## src/rtl/fetch_pc_gen_pkg.sv

```systemverilog
// Purpose: shared definitions for the fetch PC generator and its BTB:
//          counter encodings, FSM states, entry payload and stride constants.
package fetch_pc_gen_pkg;

    localparam int unsigned PC_W         = 32;
    localparam int unsigned CTR_W        = 2;
    localparam int unsigned SLOT_STRIDE  = 4;
    localparam int unsigned FETCH_STRIDE = 8;

    // 2-bit direction counter; the MSB is the taken prediction.
    typedef enum logic [CTR_W-1:0] {
        CTR_SNT = 2'b00,
        CTR_WNT = 2'b01,
        CTR_WT  = 2'b10,
        CTR_ST  = 2'b11
    } ctr_e;

    typedef enum logic {
        ST_INIT = 1'b0,
        ST_RUN  = 1'b1
    } fsm_e;

    // Per-entry payload; tag and valid are held separately since the tag
    // width depends on the BTB size.
    typedef struct packed {
        logic [PC_W-1:0] tgt;
        ctr_e            ctr;
    } btb_data_t;

    function automatic ctr_e ctr_inc(input ctr_e c);
        return (c == CTR_ST) ? CTR_ST : ctr_e'(CTR_W'(c) + CTR_W'(1));
    endfunction

    function automatic ctr_e ctr_dec(input ctr_e c);
        return (c == CTR_SNT) ? CTR_SNT : ctr_e'(CTR_W'(c) - CTR_W'(1));
    endfunction

    function automatic logic ctr_taken(input ctr_e c);
        return (c == CTR_WT) || (c == CTR_ST);
    endfunction

endpackage

```

## src/rtl/fetch_pc_gen_btb.sv

```systemverilog
// Purpose: direct-mapped BTB storage.
// Ports:
//   clk                         clock
//   rd_idx_0/1, rd_*_0/1        async lookup ports for the two fetch slots
//   upd_idx, upd_*              async read port feeding the counter update
//   wr_en/wr_idx/wr_tag/wr_data write port; a write always sets valid
//   clr_en/clr_idx              clears one valid bit (initialisation sweep)
module fetch_pc_gen_btb
    import fetch_pc_gen_pkg::*;
#(
    parameter int unsigned ENTRIES = 16,
    parameter int unsigned IDX_W   = 4,
    parameter int unsigned TAG_W   = 26
) (
    input  logic             clk,
    input  logic [IDX_W-1:0] rd_idx_0,
    output logic             rd_valid_0,
    output logic [TAG_W-1:0] rd_tag_0,
    output btb_data_t        rd_data_0,
    input  logic [IDX_W-1:0] rd_idx_1,
    output logic             rd_valid_1,
    output logic [TAG_W-1:0] rd_tag_1,
    output btb_data_t        rd_data_1,
    input  logic [IDX_W-1:0] upd_idx,
    output logic             upd_valid,
    output logic [TAG_W-1:0] upd_tag,
    output btb_data_t        upd_data,
    input  logic             wr_en,
    input  logic [IDX_W-1:0] wr_idx,
    input  logic [TAG_W-1:0] wr_tag,
    input  btb_data_t        wr_data,
    input  logic             clr_en,
    input  logic [IDX_W-1:0] clr_idx
);

    logic             valid_q [ENTRIES];
    logic [TAG_W-1:0] tag_q   [ENTRIES];
    btb_data_t        data_q  [ENTRIES];

    // Storage has no reset; valid bits are cleared by the sweep instead.
    always_ff @(posedge clk) begin
        if (clr_en) begin
            valid_q[clr_idx] <= 1'b0;
        end else if (wr_en) begin
            valid_q[wr_idx] <= 1'b1;
            tag_q[wr_idx]   <= wr_tag;
            data_q[wr_idx]  <= wr_data;
        end
    end

    // Async reads return pre-write contents within the same cycle.
    always_comb begin
        rd_valid_0 = valid_q[rd_idx_0];
        rd_tag_0   = tag_q[rd_idx_0];
        rd_data_0  = data_q[rd_idx_0];
        rd_valid_1 = valid_q[rd_idx_1];
        rd_tag_1   = tag_q[rd_idx_1];
        rd_data_1  = data_q[rd_idx_1];
        upd_valid  = valid_q[upd_idx];
        upd_tag    = tag_q[upd_idx];
        upd_data   = data_q[upd_idx];
    end

endmodule

```

## src/rtl/fetch_pc_gen.sv

```systemverilog
// Purpose: fetch-packet PC generator with BTB-based branch prediction.
// Ports:
//   clock_i, reset_n_i           clock, async active-low reset
//   frontend_we_i                advance PC / accept updates when high
//   redirect_i, redirect_pc_i    execute-stage redirect
//   upd_valid_i/pc/tgt/taken     branch resolution feeding the BTB
//   f1_pc_o                      slot-0 fetch PC (slot 1 = +4)
//   f1_pred_0/1_o, f1_pred_tgt_0/1_o  per-slot prediction and target
//   f1_stall_o                   high while the BTB is being initialised
module fetch_pc_gen
    import fetch_pc_gen_pkg::*;
#(
    parameter int unsigned BTB_ENTRIES = 16,
    parameter logic [31:0] RESET_PC    = 32'h0000_0000
) (
    input  logic        clock_i,
    input  logic        reset_n_i,
    input  logic        frontend_we_i,
    input  logic        redirect_i,
    input  logic [31:0] redirect_pc_i,
    input  logic        upd_valid_i,
    input  logic [31:0] upd_pc_i,
    input  logic [31:0] upd_tgt_i,
    input  logic        upd_taken_i,
    output logic [31:0] f1_pc_o,
    output logic        f1_pred_0_o,
    output logic        f1_pred_1_o,
    output logic [31:0] f1_pred_tgt_0_o,
    output logic [31:0] f1_pred_tgt_1_o,
    output logic        f1_stall_o
);

    localparam int unsigned IDX_W = $clog2(BTB_ENTRIES);
    localparam int unsigned TAG_W = PC_W - 2 - IDX_W;

    fsm_e               state_q, state_d;
    logic [IDX_W-1:0]   sweep_q, sweep_d;
    logic [PC_W-1:0]    pc_q, pc_d;
    logic [PC_W-1:0]    pc_1;

    logic               rd_valid_0, rd_valid_1, upd_valid;
    logic [TAG_W-1:0]   rd_tag_0, rd_tag_1, upd_tag;
    btb_data_t          rd_data_0, rd_data_1, upd_data;
    logic               wr_en, clr_en;
    logic [TAG_W-1:0]   wr_tag;
    btb_data_t          wr_data;
    logic               hit_0, hit_1, upd_hit;
    logic               unused_bits;

    assign pc_1    = pc_q + PC_W'(SLOT_STRIDE);
    assign f1_pc_o = pc_q;

    // Word-offset bits never address the BTB.
    assign unused_bits = ^{pc_q[1:0], pc_1[1:0], upd_pc_i[1:0]};

    fetch_pc_gen_btb #(
        .ENTRIES (BTB_ENTRIES),
        .IDX_W   (IDX_W),
        .TAG_W   (TAG_W)
    ) u_btb (
        .clk        (clock_i),
        .rd_idx_0   (pc_q[IDX_W+1:2]),
        .rd_valid_0 (rd_valid_0),
        .rd_tag_0   (rd_tag_0),
        .rd_data_0  (rd_data_0),
        .rd_idx_1   (pc_1[IDX_W+1:2]),
        .rd_valid_1 (rd_valid_1),
        .rd_tag_1   (rd_tag_1),
        .rd_data_1  (rd_data_1),
        .upd_idx    (upd_pc_i[IDX_W+1:2]),
        .upd_valid  (upd_valid),
        .upd_tag    (upd_tag),
        .upd_data   (upd_data),
        .wr_en      (wr_en),
        .wr_idx     (upd_pc_i[IDX_W+1:2]),
        .wr_tag     (wr_tag),
        .wr_data    (wr_data),
        .clr_en     (clr_en),
        .clr_idx    (sweep_q)
    );

    assign hit_0   = rd_valid_0 && (rd_tag_0 == pc_q[PC_W-1:IDX_W+2])
                     && ctr_taken(rd_data_0.ctr);
    assign hit_1   = rd_valid_1 && (rd_tag_1 == pc_1[PC_W-1:IDX_W+2])
                     && ctr_taken(rd_data_1.ctr);
    assign upd_hit = upd_valid && (upd_tag == upd_pc_i[PC_W-1:IDX_W+2]);

    // State, sweep counter and PC registers.
    always_ff @(posedge clock_i or negedge reset_n_i) begin
        if (!reset_n_i) begin
            state_q <= ST_INIT;
            sweep_q <= '0;
            pc_q    <= RESET_PC;
        end else begin
            state_q <= state_d;
            sweep_q <= sweep_d;
            pc_q    <= pc_d;
        end
    end

    // Next state, next PC, predictions and BTB write control.
    always_comb begin
        state_d         = state_q;
        sweep_d         = sweep_q;
        pc_d            = pc_q;
        clr_en          = 1'b0;
        wr_en           = 1'b0;
        wr_tag          = upd_pc_i[PC_W-1:IDX_W+2];
        wr_data         = '{tgt: upd_tgt_i, ctr: CTR_WT};
        f1_pred_0_o     = 1'b0;
        f1_pred_1_o     = 1'b0;
        f1_pred_tgt_0_o = '0;
        f1_pred_tgt_1_o = '0;
        f1_stall_o      = 1'b0;

        unique case (state_q)
            ST_INIT: begin
                f1_stall_o = 1'b1;
                clr_en     = 1'b1;
                pc_d       = RESET_PC;
                sweep_d    = sweep_q + 1'b1;
                if (sweep_q == IDX_W'(BTB_ENTRIES - 1)) begin
                    state_d = ST_RUN;
                end
            end
            ST_RUN: begin
                // A taken slot 0 ends the packet, so slot 1 is suppressed.
                f1_pred_0_o = hit_0;
                f1_pred_1_o = hit_1 && !hit_0;
                if (f1_pred_0_o) f1_pred_tgt_0_o = rd_data_0.tgt;
                if (f1_pred_1_o) f1_pred_tgt_1_o = rd_data_1.tgt;

                if (frontend_we_i) begin
                    if (redirect_i)       pc_d = redirect_pc_i;
                    else if (f1_pred_0_o) pc_d = rd_data_0.tgt;
                    else if (f1_pred_1_o) pc_d = rd_data_1.tgt;
                    else                  pc_d = pc_q + PC_W'(FETCH_STRIDE);

                    // Miss+taken falls through to the default allocate payload.
                    if (upd_valid_i) begin
                        if (upd_hit) begin
                            wr_en = 1'b1;
                            if (upd_taken_i) begin
                                wr_data = '{tgt: upd_tgt_i, ctr: ctr_inc(upd_data.ctr)};
                            end else begin
                                wr_data = '{tgt: upd_data.tgt, ctr: ctr_dec(upd_data.ctr)};
                            end
                        end else if (upd_taken_i) begin
                            wr_en = 1'b1;
                        end
                    end
                end
            end
            default: state_d = ST_INIT;
        endcase
    end

endmodule
```

## config.mk

```make
export PLATFORM = sky130hd
export DESIGN_NAME = fetch_pc_gen
export DESIGN_NICKNAME = d
export VERILOG_FILES = /design/src/rtl/fetch_pc_gen_pkg.sv /design/src/rtl/fetch_pc_gen_btb.sv /design/src/rtl/fetch_pc_gen.sv
export SDC_FILE = /design/constraint.sdc
export NUM_CORES = 2
export LEC_CHECK = 0
export ABC_CLOCK_PERIOD_IN_PS = 11250
export CORE_MARGIN = 3
export CORE_UTILIZATION = 45
export CTS_CLUSTER_DIAMETER = 60
export DETAILED_ROUTE_END_ITERATION = 16
export PLACE_DENSITY = 0.6
export SLEW_MARGIN = 20
export SYNTH_ARGS = -nofsm -noshare
export SYNTH_HDL_FRONTEND = slang
export SYNTH_SLANG_ARGS = --single-unit
```

## constraint.sdc

```tcl
create_clock -name clock_i -period 11.25 [get_ports clock_i]
set_input_delay 2.25 -clock clock_i [delete_from_list [all_inputs] [get_ports clock_i]]
set_output_delay 2.25 -clock clock_i [all_outputs]
set_load 0.01 [all_outputs]
```

==> flow_summary.yaml <==
clock_tree:
  cts_setup_buffers: 0
  clk_latency_ps: 780
  cts_tree: "built"
  cts_num_sinks: 1013
  clk_pin_slew_worst_paths_ps: 60
  ctsResizeCount: 0
  h-tree-depth: 3
  clock_path_buffers: 3
  hold_buffers: 0
  cts-root-buf: "clkbuf_16"
  numCtsBuffers: 118
synth:
  syn_area_mm2: 0.05772
  synth.distinct_cells: 81
  syn-num-nets: 3387
  ys_ff_latch: 1013
  yosysSeqAreaShare_pct: 52.38
  yosys-top-cells-area: "edfxtp_1 (51%), mux4_2 (32%), mux2i_1 (2.0%)"
  synth_area_per_cell_um2: 17.59
  synth_common_cells: "edfxtp_1 (976), mux4_2 (808), nand2_1 (147)"
  ys_async_sr_fraction_pct: 3.653
  syn_inst: 3282
  yosysTopAreaCellShare_pct: 50.78
  ys_warn_count: 0
  synth_most_common_cell: "edfxtp_1"
  synth_edf_count: 976
  synth_top_flop_cell: "edfxtp_1"
  yosysTopAreaCell: "edfxtp_1"
die:
  fp-row-count: 130
  die_h_um: 364.1
  io_pins: 201
  start_util_pct: 45.61
  fp.dieW_um: 364.1
  die-area_mm2: 0.1326
  core_area_mm2: 0.1265
global_routing:
  grt_pass1_wl_um: 292700
  grt_overflow_total: 0
  track_usage_pct: 31.32
  antenna_found_initial: 12
  grt_pass1_vias: 38260
  grt_max_degree: 119
sta:
  slew_viol_final: 0
  hold_viol: 0
  grt_setup_unrepaired: "no"
  fin_setup_tns_ps: 0
  worst_slack_ps: 1705
  tightest_slew_ps: 1343
  period_needed_ps: 9545
  finalCritPeriodShare_pct: 84.84
  hold_ws_ps: 564.3
  fmax_ghz: 0.1048
  setup_viol: 0
  clock_skew_ps: 71.72
  max_slew_margin_pct: 9.957
power_and_ir_drop:
  p_per_area_mw_per_mm2: 168.9
  vdd_drop_max_mv: 0.1406
  p_total_mw: 11.07
  power_leakage_nw: 20.61
outcome:
  status: "finished clean"
placed_design:
  port_buffers: 198
  hpwl_um: 128700
  place.gp.congestion: 0.9820
  pre_cts_ws_ps: 1869
  dp.cells: 4951
  placedInstanceArea_mm2: 0.06160
worst_setup_path:
  crit_chain: "ha_1 -> a21bo_2 -> nand2_4 -> a211oi_1 -> o21ai_0 -> a221o_1 -> or3_1 -> nor4_1 -> nand3_1 -> or3_2 -> nor2b_1 -> clkdlybuf4s50_1"
  crit_arrival_ps: 7290
  cp_slowest_cell: "dfrtp_4"
  critPathCaptureType: "output pin"
  cp_max_fo: 43
  crit_buf_inv: 1
  max_stage_delay_ps: 960
  crit_family: "simple AND/OR/NAND/NOR gates"
  worstSetupPathType: "flip-flop to output pin"
  cp.required_ps: 9000
  worstSetupStartpointType: "flip-flop"
routing:
  drt_wl_total_um: 207900
  ant_nets: 0
  vias: 38190
  initialDrtViolationCount: 5475
  wl_per_cell_um: 40.16
  drc_errors: 0
  dr.pass1.iters: 5
  avgViaCountPerCell: 7.379
finish:
  final_nets: 3529
  instances_no_fill: 5176
  fill_cells: 10130
  fin_area_mm2: 0.06551
  postLayoutCoreUtil_pct: 51.76
  drive_above_1_share_pct: 34.15
  syn2layout_area_growth_pct: 13.49
hold_path:
  hp-class: "flip-flop to flip-flop"
run:
  drv_cap: 0
## state kept, by name (all words and copies together) (netlist names)
register,count
u_btb.data_q,544
u_btb.tag_q,416
f1_pc_o,32
u_btb.valid_q,16
sweep_q,4
state_q,1
## path summary, 6_finish.rpt
kind	startpoint	to	slack [ps]	depth (start not counted)
max	f1_pc_o[3]	f1_pred_tgt_1_o[14]	1710	12
min	sweep_q[0]	sweep_q[0]	560	1
max reg2reg	f1_pc_o[3]	f1_pc_o[2]	4330	11
min reg2reg	sweep_q[0]	sweep_q[0]	560	1
max in group asynchronous	reset_n_i	f1_pc_o[2]	9100	2
min in group asynchronous	reset_n_i	f1_pc_o[4]	1550	2
## placed cells by master, fill, tap and decap left out, types with 31 or more instances in the layout
cell type and n:
nand2_1 147, clkbuf_16 118, mux2i_1 117, a21oi_1 37, nor2b_1 31, dfrtp_1 32, and3_1 61, mux2_2 43
nand4_1 38, a22oi_1 39, xnor2_1 71, a22o_1 37, clkdlybuf4s50_1 193, nor2_1 60, buf_4 103, o21ai_0 51
edfxtp_1 976, mux4_2 808, nand3_1 87
## cell type report
type                       instances  area, um^2  area share [%]
clock inverter                    85       830.8           1.268
tap                             1650        2064           3.152
multi-input combinational       1950       26180           39.97
clock buffer                     134        3013           4.599
sequential                      1013       30250           46.18
inverter                          25       96.34          0.1471
timing repair buffer             316        3064           4.678
antenna                            3       7.507         0.01146
## layer usage
metal,part of all wire [%],vias to the layer above,track usage (%)
met2,46,2827,47.44
met3,12,491,9.476
met5,0.0091,-,0
met1,37,20350,42.56
met4,4.8,4,12.87
li1,-,14520,-
## cells by family after synthesis
group / Yosys count / synth area share [%]
AOI/OAI and AO/OA: 319 / 4.006
adders and majority gates: 4 / 0.08239
DFF: 1013 / 52.38
xor gates and xnor gates: 96 / 1.481
buffers and inverters: 319 / 2.593
muxes: 969 / 34.42
and+or+nand+nor: 562 / 5.038
## power breakdown
group	internal (mW)	switching (mW)
clock	2.17	1.65
sequential	4.16	0.0890
combinational	1.27	1.73
Note: power is estimated with default switching activity, not from simulation.
